===== src/rtl/led_pkg.sv =====
// Shared types and constants for the LED flow sequencer.
package led_pkg;

    typedef enum logic [1:0] {
        IDLE  = 2'd0,
        RUN   = 2'd1,
        PAUSE = 2'd2
    } state_t;

    typedef enum logic [1:0] {
        FLOW_L = 2'd0,
        FLOW_R = 2'd1,
        PING   = 2'd2,
        FILL   = 2'd3
    } mode_t;

    localparam logic [7:0] LED_OFF = 8'hFF;

    // Last position of each pattern before it wraps (or, for ping-pong, turns).
    localparam logic [3:0] POS_LAST_FLOW_L = 4'd7;
    localparam logic [3:0] POS_LAST_FLOW_R = 4'd7;
    localparam logic [3:0] POS_LAST_PING   = 4'd7;
    localparam logic [3:0] POS_LAST_FILL   = 4'd8;

    function automatic logic [3:0] pos_last(input mode_t m);
        case (m)
            FLOW_L:  return POS_LAST_FLOW_L;
            FLOW_R:  return POS_LAST_FLOW_R;
            PING:    return POS_LAST_PING;
            default: return POS_LAST_FILL;
        endcase
    endfunction

endpackage


===== src/rtl/led_flow_ctrl_pattern.sv =====
// Combinational pattern table: (mode, pos) -> lit mask, one bit per LED.
module led_pattern
    import led_pkg::*;
#(
    parameter int LED_W = 8
) (
    input  mode_t            mode,
    input  logic [3:0]       pos,
    output logic [LED_W-1:0] mask
);

    // Each LED decides independently whether it is lit at this position.
    generate
        for (genvar gi = 0; gi < LED_W; gi++) begin : g_bit
            assign mask[gi] = (mode == FLOW_R) ? (pos == 4'(LED_W - 1 - gi)) :
                              (mode == FILL)   ? (4'(gi) < pos) :
                                                 (pos == 4'(gi));
        end
    endgenerate

endmodule


===== src/rtl/led_flow_ctrl.sv =====
// LED bank sequencer: run/pause/stop control, pattern and speed selection,
// registered active-low LED drive.
module led_flow_ctrl
    import led_pkg::*;
#(
    parameter int TICK_BASE = 5_000_000,
    parameter int LED_W     = 8
) (
    input  logic             clk,
    input  logic             rst_n,
    input  logic             key_run,
    input  logic             key_stop,
    input  logic             key_mode,
    input  logic             key_speed,
    output logic [LED_W-1:0] led,
    output logic [1:0]       mode_o,
    output logic [1:0]       speed_o,
    output logic             running_o
);

    localparam logic [31:0] TICK_BASE_W = 32'(TICK_BASE);

    state_t            state_reg, state_next;
    mode_t             mode_reg, mode_next;
    logic [1:0]        speed_reg, speed_next;
    logic [31:0]       cnt_reg, cnt_next;
    logic [3:0]        pos_reg, pos_next, step_pos;
    logic              dir_reg, dir_next, step_dir;
    logic [LED_W-1:0]  led_reg, led_next;
    logic              running_reg, running_next;
    logic [31:0]       period;
    logic              tick;
    logic [LED_W-1:0]  step_mask, home_mask;

    assign period     = TICK_BASE_W >> speed_reg;
    assign tick       = (state_reg == RUN) && (cnt_reg == period - 32'd1);
    assign mode_next  = key_mode  ? mode_t'(mode_reg + 2'd1) : mode_reg;
    assign speed_next = key_speed ? (speed_reg + 2'd1) : speed_reg;

    // Mask shown after a regular step, and mask shown at position 0 of the
    // (possibly just changed) mode.
    led_pattern #(.LED_W(LED_W)) u_step (
        .mode (mode_reg),
        .pos  (step_pos),
        .mask (step_mask)
    );

    led_pattern #(.LED_W(LED_W)) u_home (
        .mode (mode_next),
        .pos  (4'd0),
        .mask (home_mask)
    );

    // Position/direction the pattern advances to on the next step.
    always_comb begin
        step_pos = pos_reg;
        step_dir = dir_reg;
        if (mode_reg == PING) begin
            if (!dir_reg) begin
                if (pos_reg == POS_LAST_PING) begin
                    step_pos = pos_reg - 4'd1;
                    step_dir = 1'b1;
                end else begin
                    step_pos = pos_reg + 4'd1;
                end
            end else begin
                if (pos_reg == 4'd0) begin
                    step_pos = 4'd1;
                    step_dir = 1'b0;
                end else begin
                    step_pos = pos_reg - 4'd1;
                end
            end
        end else begin
            step_pos = (pos_reg == pos_last(mode_reg)) ? 4'd0 : pos_reg + 4'd1;
        end
    end

    // State register.
    always_ff @(posedge clk or negedge rst_n) begin
        if (!rst_n) begin
            state_reg <= IDLE;
        end else begin
            state_reg <= state_next;
        end
    end

    // Next-state logic; stop overrides everything else.
    always_comb begin
        state_next = state_reg;
        if (key_stop) begin
            state_next = IDLE;
        end else begin
            case (state_reg)
                IDLE:    if (key_run) state_next = RUN;
                RUN:     if (key_run) state_next = PAUSE;
                PAUSE:   if (key_run) state_next = RUN;
                default: state_next = IDLE;
            endcase
        end
    end

    // Datapath/output next values: counter, position, LED image.
    always_comb begin
        cnt_next     = cnt_reg;
        pos_next     = pos_reg;
        dir_next     = dir_reg;
        led_next     = led_reg;
        if (key_stop) begin
            cnt_next = 32'd0;
            pos_next = 4'd0;
            dir_next = 1'b0;
            led_next = LED_OFF;
        end else begin
            case (state_reg)
                IDLE: begin
                    if (key_run || key_mode) begin
                        cnt_next = 32'd0;
                        pos_next = 4'd0;
                        dir_next = 1'b0;
                    end
                    if (key_run) led_next = ~home_mask;
                    if (key_speed) cnt_next = 32'd0;
                end
                RUN: begin
                    cnt_next = cnt_reg + 32'd1;
                    if (tick) begin
                        cnt_next = 32'd0;
                        pos_next = step_pos;
                        dir_next = step_dir;
                        led_next = ~step_mask;
                    end
                    if (key_speed) cnt_next = 32'd0;
                    // A mode change restarts the new pattern even on a step tick.
                    if (key_mode) begin
                        cnt_next = 32'd0;
                        pos_next = 4'd0;
                        dir_next = 1'b0;
                        led_next = ~home_mask;
                    end
                end
                PAUSE: begin
                    if (key_speed) cnt_next = 32'd0;
                    if (key_mode) begin
                        cnt_next = 32'd0;
                        pos_next = 4'd0;
                        dir_next = 1'b0;
                        led_next = ~home_mask;
                    end
                end
                default: begin
                    led_next = LED_OFF;
                end
            endcase
        end
        running_next = (state_next == RUN);
    end

    // Datapath and output registers.
    always_ff @(posedge clk or negedge rst_n) begin
        if (!rst_n) begin
            mode_reg    <= FLOW_L;
            speed_reg   <= 2'd0;
            cnt_reg     <= 32'd0;
            pos_reg     <= 4'd0;
            dir_reg     <= 1'b0;
            led_reg     <= LED_OFF;
            running_reg <= 1'b0;
        end else begin
            mode_reg    <= mode_next;
            speed_reg   <= speed_next;
            cnt_reg     <= cnt_next;
            pos_reg     <= pos_next;
            dir_reg     <= dir_next;
            led_reg     <= led_next;
            running_reg <= running_next;
        end
    end

    assign led       = led_reg;
    assign mode_o    = mode_reg;
    assign speed_o   = speed_reg;
    assign running_o = running_reg;

endmodule


===== config.mk =====
export PLATFORM = sky130hd
export DESIGN_NAME = led_flow_ctrl
export DESIGN_NICKNAME = d
export VERILOG_FILES = /design/src/rtl/led_pkg.sv /design/src/rtl/led_flow_ctrl_pattern.sv /design/src/rtl/led_flow_ctrl.sv
export SDC_FILE = /design/constraint.sdc
export NUM_CORES = 1
export LEC_CHECK = 0
export CAP_MARGIN = 20
export CORE_ASPECT_RATIO = 1.75
export CORE_MARGIN = 8
export CORE_UTILIZATION = 25
export CTS_BUF_LIST = sky130_fd_sc_hd__clkbuf_8 sky130_fd_sc_hd__clkbuf_16
export CTS_CLUSTER_SIZE = 40
export DETAILED_ROUTE_END_ITERATION = 16
export PLACE_DENSITY = 0.5
export SETUP_SLACK_MARGIN = 0.2
export SYNTH_ARGS = -nofsm -noshare
export SYNTH_HDL_FRONTEND = slang
export SYNTH_SLANG_ARGS = --single-unit

===== constraint.sdc =====
create_clock -name clk -period 6.6 [get_ports clk]
set_input_delay 0.66 -clock clk [delete_from_list [all_inputs] [get_ports clk]]
set_output_delay 0.66 -clock clk [all_outputs]
set_load 0.05 [all_outputs]

-- After elaboration in Yosys (flattened, before gate mapping)
Index checks and enable logic that the tools add are counted.
- add/sub/neg operators: 6
- $mul: 0
- div/mod/pow operators: 0
- $lt $le $gt $ge: 8
- equality and inequality tests: 25
- shift operators: 1
- muxes and demuxes: 62
- bitwise gates (word level): 2
- reductions and logical operators: 13
- operators by type and width (kind ; number):
    two-way mux 32 bit ; 8
    case mux 32 bit (3 select lines) ; 1
    two-way mux 4 bit ; 12
    two-way mux 8 bit ; 5
    adder 32 x 1 -> 32 bit, second input constant ; 1
    == test 32 bit ; 1
    right shift 23 x 2 -> 32 bit, first input constant ; 1
    subtractor 32 x 1 -> 32 bit, second input constant ; 1
    two-way mux 1 bit ; 28
    case mux 8 bit (3 select lines) ; 1
    == test 4 x 3 -> 1 bit, second input constant ; 5
    less-than comparator 3 x 4 -> 1 bit, first input constant ; 4
    NOT 8 bit ; 2
    inequality test 4 bit, second input constant ; 3
    case mux 4 bit (3 select lines) ; 1
    inequality test 3 bit, second input constant ; 3
    == test 2 x 1 -> 1 bit, second input constant ; 4
    == test 2 bit, second input constant ; 4
    == test 4 x 2 -> 1 bit, second input constant ; 2
    logical NOT 4 bit ; 2
    less-than comparator 1 x 4 -> 1 bit, first input constant ; 2
    less-than comparator 2 x 4 -> 1 bit, first input constant ; 2
    two-way mux 2 bit ; 4
    AND reduction 3 bit ; 2
    15 further kinds ; 18
- flip-flop bits (word level): 52
- bits in latches: 0
- bits in writable memories: 0
- ROM bits: 0
- input bits: 6
- output and inout port bits: 13
- logic and storage cells: 125
- memories kept: 0

-- Logic depth before layout (Yosys ltp)
Gate-level depths: netlist of run 1.
- depth in word-level cells: 15
- gate-level depth with buffers: 12
- mapped depth without buffers: 11

-- Hierarchy
From an unflattened synthesis of run 1, not the netlist that was laid out.
- cells, all modules: 513
- area, all modules: 4267.8 sq um
- modules (own cells, without submodules) (module ; times used ; cells each ; area an instance (sq um) ; seq. area each (sq um)):
    led_flow_ctrl ; 1 ; 423 ; 3644.7 ; 1311.3
    led_pattern ; 2 ; 45 ; 311.5 ; 0.0

-- Least setup slack after synthesis of run 1
OpenSTA, ideal clock, no wires.
- path kind: register -> register
- start: register speed_reg[1], in the netlist speed_o[1]
- end: register cnt_reg[2]
- setup time: 0.126 ns
- arrival time: 2.927 ns
- required time: 6.474 ns
- slack: 3.547 ns
- cell stages (with the launch flop): 11
- buffers on the path: 1
- clock period less this slack: 3.053 ns
- cell sequence: dfrtp_1 -> inv_1 -> ha_1 -> or4_1 -> nor2_1 -> o221ai_2 -> nor4_4 -> or3_1 -> buf_2 -> nor3b_1 -> a221o_1
- cells in the longest elaborated chain, start to end: 9
- RTL lines (element ; line ; source):
    from (decl) ; led_flow_ctrl.sv:25 ; logic [1:0] speed_reg, speed_next;
    from (signal assigned) ; led_flow_ctrl.sv:171 ; speed_reg <= speed_next;
    right shift 23 x 2 -> 32 bit ; led_flow_ctrl.sv:35 ; assign period = TICK_BASE_W >> speed_reg;
    subtractor 32 x 1 -> 32 bit ; led_flow_ctrl.sv:36 ; assign tick = (state_reg == RUN) && (cnt_reg == period - 32'd1);
    == test 32 bit ; led_flow_ctrl.sv:36 ;
    logical AND 1 bit ; led_flow_ctrl.sv:36 ;
    two-way mux 32 bit ; led_flow_ctrl.sv:127 ; if (tick) begin
    two-way mux 32 bit ; led_flow_ctrl.sv:133 ; if (key_speed) cnt_next = 32'd0;
    two-way mux 32 bit ; led_flow_ctrl.sv:135 ; if (key_mode) begin
    case mux 32 bit (3 select lines) ; led_flow_ctrl.sv:115 ; case (state_reg)
    two-way mux 32 bit ; led_flow_ctrl.sv:109 ; if (key_stop) begin
    to (signal assigned) ; led_flow_ctrl.sv:172 ; cnt_reg <= cnt_next;
    to (decl) ; led_flow_ctrl.sv:26 ; logic [31:0] cnt_reg, cnt_next;
No other way between the ends.
A chain may end at the register's enable or synchronous reset.

-- Worst setup path after layout of run 1
Same ends and word-level chain as after synthesis.

==> qor.csv, run 1 <==
stage,metric,value,unit
clock_tree,CTS tree,built,
synthesis,Area contributors post-synth,"dfrtp_1, ha_1, dfstp_2, nor2_1, nand3_1",
power,Pleak,1.70,nW
power,Tot Pwr,1.11,mW
cells_and_area,P&R area growth vs syn,13.3,%
cells_and_area,max reg flops,32,
sta,final hold violation count,0,
clock_tree,clk_lat worst skew,0.29,ns
sta,RSZ-0062 raised after global routing,no,
sta,crit path time final,3.24,ns
clock_tree,CTS resizes,0,
synthesis,mean post-synth cell area,8.66,sq um
floorplanning,core area,0.0152,sq mm
worst_setup_path,crit path max fanout,20,
worst_setup_path,Worst EP arrival,3.42,ns
worst_hold_path,Hold Path Class,input port to asynchronous set/reset pin,
run,# Max-Cap Violations,0,
synthesis,Seq cells post-synth,52,
worst_setup_path,CP Launch Type,flop,
worst_setup_path,Critical Path RT,6.78,ns
cells_and_area,fraction of final layout cells sized beyond drive strength 1,10.5,%
grt,grt total ovfl,0,
synthesis,Syn Inst Count,441,
cells_and_area,"commonest cells after routing, fill and taps aside","dfrtp_1, nor2_1, nand2_1, nand3_1, inv_1",
floorplanning,Die W,109,um
floorplanning,Die Y,179,um
power,Switch Pwr,0.431,mW
grt,antenna violations before repair,0,
clock_tree,cts bufs inserted,5,
synthesis,"Cell Area, Synth",0.00382,sq mm
sta,fmax,0.309,GHz
worst_setup_path,CP Cell Sequence,inv_1 > ha_1 > or4_1 > nor2_1 > o221ai_2 > nor4_4 > or3_1 > nor3b_1 > a221o_1,
drt,Pre-antenna DRT Iters,4,
cells_and_area,"commonest non-fill, non-tap cell in the layout",dfrtp_1,
cells_and_area,diodes inserted,0,
floorplanning,Die ar.,0.0196,sq mm
synthesis,post-synth top area share,28.8,%
clock_tree,Clock transition at path regs,0.07,ns
drt,# DRC,0,
drt,Iter 0 DRT Violations,163,
sta,Slew HR,42.0,%
grt,largest net degree at the start of global routing,53,
clock_tree,Longest Clk Path Bufs,2,
sta,Tightest Pin Transition,0.863,ns
worst_setup_path,WS Path Type,flop to flop,
power,share of power burned in the clock network,27.5,%
synthesis,"EDFF count, synth",0,
clock_tree,CTS Hold Bufs,0,
power,maximum vdd drop,206,uV
sta,Slew Limit Fails,0,
grt,vias in the first global route,3411,
grt,first-pass GRT wire length,17400,um
drt,vias per cell,5.23,
synthesis,leading area contributor after synthesis,dfrtp_1,
drt,final WL,10600,um
synthesis,yosys warns,0,
outcome,outcome,"complete, no violations",
clock_tree,H-tree Lvls,2,
grt,GRT Util Overall,11.1,%
sta,Sum Neg Setup Slack,0,ns
clock_tree,Post-CTS Setup Bufs,0,
power,Cell Int Power,0.682,mW
power,Pwr per Cell Area,257,mW/mm^2
synthesis,Synth Flop Type,dfrtp_1,
place,gpl congestion,0.853,
floorplanning,Starting Density,25.2,%
place,IO buf count,18,
power,Gate power share,38.6,%
worst_setup_path,"Largest stage delay, worst path",0.63,ns
synthesis,post-synth net total,464,
sta,Tcrit/Tclk final,49.1,%
drt,vias,3316,
power,sequential power share,33.9,%
synthesis,"FFs w/ async S/R, synth",100,%
drt,Detail Route Antenna Nets,0,
clock_tree,CTS root buffer,clkbuf_16,
synthesis,Netlist cell types,71,
floorplanning,# IOs,19,
clock_tree,Clock Sinks,52,
power,switching part of the total power,38.7,%
cells_and_area,Nets,470,
floorplanning,row cnt,60,
sta,final setup violation count,0,
drt,per-cell routed wire length,16.7,um
synthesis,sequential fraction of the synthesis area,34.3,%
worst_setup_path,"Slowest-stage cell, CP",or3_1,
place,dpl hpwl,7970,um
sta,Clock Skew,0.00411,ns
worst_setup_path,crit end category,flop,
-- metal layers --
metal | vias to the layer above | part of all wire, % | track usage, % | routed length [um]
li1 | 1621 | - | - | -
met1 | 1618 | 37 | 11.3 | 3890
met2 | 52 | 57 | 20.9 | 6040
met3 | 25 | 2.0 | 1.22 | 212
met4 | 0 | 3.9 | 5.49 | 413
met5 | - | 0 | 0 | 0
-- cell type report --
type                            count  area, sq um
Tap cell                          186          233
Fill cell                        1656        10800
Inverter                           20         75.1
Clock buffer                        5          125
Multi-Input combinational cell    345         2330
Timing Repair Buffer               23          213
Sequential cell                    52         1310
Clock inverter                      3         42.5
-- kinds of logic (layout without fill, tap and decap cells) --
| kind of cell | Yosys count | count (layout) | synth area share, % |
|---|---|---|---|
| AOI/OAI and AO/OA | 104 | 104 | 19.1 |
| xor gates and xnor gates | 22 | 22 | 5.05 |
| adders and majority gates | 17 | 17 | 5.57 |
| buffers and inverters | 44 | 51 | 4.82 |
| DFF | 52 | 52 | 34.3 |
| muxes | 16 | 16 | 4.36 |
| and+or+nand+nor | 186 | 186 | 26.8 |
-- stage by stage --
| step | cells | utilization, % | setup WS (ns) | cell area, sq um | hold WS [ns] |
|---|---|---|---|---|---|
| floorplan | 441 | - | 3.55 | 3820 | 0.364 |
| global route | 634 | 28.5 | 2.99 | 4330 | 0.523 |
| detailed placement | 626 | 27.4 | 3.28 | 4160 | 0.504 |
| global placement | 626 | 27.4 | 3.30 | 4160 | 0.495 |
| CTS | 634 | 28.5 | 3.32 | 4330 | 0.513 |
| finish | 634 | 28.5 | 3.36 | 4330 | 0.502 |
-- critical path, delay by kind of cell, from the launching register on --
| family | cells | cell delay (ns) |
|---|---|---|
| simple gates | 5 | 1.81 |
| flops | 1 | 0.49 |
| compound gates | 2 | 0.42 |
| fa+ha+maj | 1 | 0.24 |
| buf+inv | 1 | 0.16 |
-- synthesized netlist by cell type, drive strengths merged, types with 3 or more instances --
cell and count:
nand2b 7, and3 7, or4 5, xnor2 12
or3 8, dfstp 8, or2 6, nor3 16
ha 17, o41ai 3, nand4 7, a21o 10
o31ai 3, mux2 5, inv 20, nand2 30
o21ai 23, xor2 10, a22o 3, nor2b 4
a21oi 19, and2 3, nor4 7, nor2 42
nor3b 8, buf 13, and4 4, mux2i 11
a31oi 11, clkbuf 11, dfrtp 44, nand3 23
a221o 4
-- power groups by stage --
stage / Sequential (mW) / Clock, mW / Combinational [mW]
finish: 0.378 / 0.306 / 0.430
CTS: 0.380 / 0.316 / 0.433
floorplan: 0.443 / 0 / 0.250
global placement: 0.384 / 0 / 0.427
detailed placement: 0.385 / 0 / 0.431
global route: 0.384 / 0.329 / 0.470
-- path summary, 6_finish.rpt --
| path | cells after the start | slack, ns | endpoint | startpoint |
|---|---|---|---|---|
| worst max register to register | 9 | 3.36 | cnt_reg[2] | speed_o[1] |
| worst min-delay path | 2 | 0.50 | cnt_reg[12] | rst_n |
| worst max-delay path | 9 | 3.36 | cnt_reg[2] | speed_o[1] |
| max in group asynchronous | 2 | 5.65 | cnt_reg[29] | rst_n |
| worst min register to register | 1 | 0.51 | led[4] | led[4] |
| min in group clk | 1 | 0.51 | led[4] | led[4] |
(Power assumes the default switching activity.)
==> inputs of run 2 (changes only) <==
--- a/config.mk
+++ b/config.mk
@@ -12,7 +12,7 @@
 export CTS_BUF_LIST = sky130_fd_sc_hd__clkbuf_8 sky130_fd_sc_hd__clkbuf_16
 export CTS_CLUSTER_SIZE = 40
 export DETAILED_ROUTE_END_ITERATION = 16
-export PLACE_DENSITY = 0.5
+export PLACE_DENSITY = 0.51
 export SETUP_SLACK_MARGIN = 0.2
 export SYNTH_ARGS = -nofsm -noshare
 export SYNTH_HDL_FRONTEND = slang
==> constraint.sdc (replaced) <==
create_clock -name clk -period 2.8 [get_ports clk]
set_input_delay 0.28 -clock clk [delete_from_list [all_inputs] [get_ports clk]]
set_output_delay 0.28 -clock clk [all_outputs]
set_load 0.05 [all_outputs]
==> run 2 against run 1 <==
Compared with the run above: via count grew 9.3%; worst hold slack lost 0.057 ns; non-clock buffer count up 49; critical endpoint unchanged; critical path depth is 1 higher; wire length is 17% higher; utilization is 6.9 points higher; sequential power rose by 140%; critical path type unchanged; global-route usage grew 1.4 points.
==> qor.csv, run 2 (synthesized netlist as in run 1, its figures left out) <==
stage,metric,value,unit,change
outcome,outcome,"complete, no violations",,
grt,vias in the first global route,3801,,+11%
worst_setup_path,crit end category,flop,,
cells_and_area,Nets,520,,+11%
sta,Sum Neg Setup Slack,0,ns,unchanged
floorplanning,# IOs,19,,unchanged
drt,final WL,12300,um,+17%
sta,final setup violation count,0,,unchanged
worst_setup_path,WS Path Type,flop to flop,,
place,dpl hpwl,8650,um,+8.5%
sta,Tcrit/Tclk final,95.9,%,+47 points
clock_tree,Clock transition at path regs,0.08,ns,about the same
worst_setup_path,Worst EP arrival,2.87,ns,-0.55 ns
worst_setup_path,reg2reg end,cnt_reg[2],,
worst_setup_path,r2r setup slk,0.11,ns,-3.25 ns
cells_and_area,P&R area growth vs syn,40.7,%,
power,Pleak,2.09,nW,+23%
sta,fmax,0.372,GHz,+21%
worst_setup_path,"Largest stage delay, worst path",0.56,ns,-0.07 ns
sta,final hold violation count,0,,unchanged
grt,first-pass GRT wire length,19500,um,+12%
drt,vias,3624,,+9.3%
clock_tree,H-tree Lvls,2,,unchanged
grt,largest net degree at the start of global routing,26,,-51%
grt,grt total ovfl,0,,unchanged
grt,met3 usage,1.79,%,+0.57 points
worst_setup_path,Critical Path RT,2.98,ns,-3.80 ns
clock_tree,CTS root buffer,clkbuf_16,,
clock_tree,Clock Sinks,52,,unchanged
drt,# DRC,0,,unchanged
clock_tree,Longest Clk Path Bufs,2,,unchanged
worst_setup_path,CP Launch Type,flop,,
power,maximum vdd drop,525,uV,+160%
cells_and_area,"commonest cells after routing, fill and taps aside","dfrtp_1, buf_4, nor2_1, nand2_1, nand3_1",,
worst_setup_path,crit path max fanout,6,,-70%
cells_and_area,"commonest non-fill, non-tap cell in the layout",dfrtp_1,,
drt,Pre-antenna DRT Iters,4,,unchanged
grt,grt met2 use,24.0,%,+3.0 points
clock_tree,clk_lat worst skew,0.30,ns,about the same
floorplanning,row cnt,60,,unchanged
sta,Slew Limit Fails,0,,unchanged
clock_tree,CTS tree,built,,
worst_hold_path,Hold Path Class,input port to asynchronous set/reset pin,,
sta,Tightest Pin Transition,1.26,ns,+0.399 ns
sta,Clock Skew,0.00817,ns,+0.00406 ns
floorplanning,Starting Density,25.2,%,unchanged
place,Placed Area,0.00447,sq mm,+7.3%
worst_setup_path,"Slowest-stage cell, CP",dfrtp_4,,
worst_setup_path,CP Cell Sequence,ha_4 > or4_1 > nor2_2 > o221ai_2 > nor4_4 > buf_4 > or3_4 > buf_12 > nor3b_2 > a221o_1,,
floorplanning,Die Y,179,um,unchanged
floorplanning,Die ar.,0.0196,sq mm,unchanged
place,gpl congestion,0.876,,+2.8%
grt,M1 GR Usage,11.7,%,+0.44 points
worst_setup_path,worst-case reg-to-reg path depth,10,,+1
drt,Detail Route Antenna Nets,0,,unchanged
worst_setup_path,crit path from,speed_o[0],,
grt,GRT Util Overall,12.5,%,+1.4 points
cells_and_area,max reg flops,32,,unchanged
cells_and_area,diodes inserted,0,,unchanged
grt,antenna violations before repair,0,,unchanged
power,Pwr per Cell Area,566,mW/mm^2,+120%
worst_setup_path,Critical path buffers and inverters,2,,+1
sta,RSZ-0062 raised after global routing,yes,,
place,IO buf count,18,,unchanged
worst_setup_path,"CP delay by family, top",simple AND/OR/NAND/NOR gates,,
worst_setup_path,worst flop-to-flop path startpoint,speed_o[0],,
cells_and_area,fin util,35.4,%,+6.9 points
drt,Iter 0 DRT Violations,157,,-3.7%
sta,crit path time final,2.69,ns,-0.554 ns
floorplanning,Die W,109,um,unchanged
run,# Max-Cap Violations,0,,unchanged
drt,per-cell routed wire length,18.0,um,+8.2%
drt,vias per cell,5.30,,+1.3%
clock_tree,cts bufs inserted,5,,unchanged
grt,GR peak layer,met2,,
cells_and_area,fraction of final layout cells sized beyond drive strength 1,33.1,%,+23 points
sta,worst hold slack,0.445,ns,-0.0565 ns
cells_and_area,Finished Cell Area,0.00537,sq mm,+24%
sta,Slew HR,15.2,%,-27 points
floorplanning,core area,0.0152,sq mm,unchanged
==> run 2: cell count changes in the layout (fill, tap and decap cells not counted), sizes merged <==
| cell | delta |
|---|---|
| buf | +46 |
| bufinv | -1 |
| bufbuf | +1 |
| inv | -1 |
| o21ai | +1 |
| clkbuf | +2 |
| dlygate4sd3 | +1 |
| clkinvlp | +1 |
==> run 2: worst max path at each step <==
stage	end	slack (ns)	cells after the start
final	cnt_reg[2]	0.11	10
after global routing	cnt_reg[2]	0.009	10
after floorplan	led[4]	0.14	11
after global placement	led[6]	0.04	11
after CTS	cnt_reg[26]	0.12	13
after detailed placement	cnt_reg[26]	-0.02	11
==> run 2: metrics by stage <==
step | cells | total power, mW | setup WS [ns]
2_1_floorplan | 441 | 1.71 | 0.141
3_3_place_gp | 652 | 2.09 | 0.0359
3_5_place_dp | 652 | 2.10 | -0.0227
4_1_cts | 682 | 3.00 | 0.121
5_1_grt | 684 | 3.21 | 0.00909
6_report | 684 | 3.04 | 0.114
==> run 2: cell type report <==
cell class / instances / area [sq um]
Clock buffer: 6 / 139
Clock inverter: 2 / 11.3
Fill cell: 1558 / 9790
Inverter: 20 / 85.1
Multi-Input combinational cell: 346 / 2840
Sequential cell: 52 / 1320
Tap cell: 186 / 233
Timing Repair Buffer: 72 / 742
==> run 2: repair_timing <==
action | 4_1_cts | 5_1_grt
endpoints found under the hold margin | 16 | 0
gates resized for setup | 58 | 43
pin swaps | 28 | 20
cloned | 4 | 1
hold buffers | 1 | 0
buffers inserted | 17 | 1
setup endpoints to repair | 38 | 42
==> run 2: power by group <==
| part | switching, mW | internal, mW |
|---|---|---|
| Combinational | 0.836 | 0.641 |
| Sequential | 0.0922 | 0.822 |
| Clock | 0.297 | 0.354 |
| Total | 1.23 | 1.82 |
==> run 2: layer usage <==
layer | part of all wire, % | wire length [um] | up-vias
met4 | 3.7 | 452 | 0
met1 | 36 | 4380 | 1821
met2 | 59 | 7260 | 53
met3 | 2.0 | 242 | 28
met5 | 0 | 0 | -
li1 | - | - | 1722
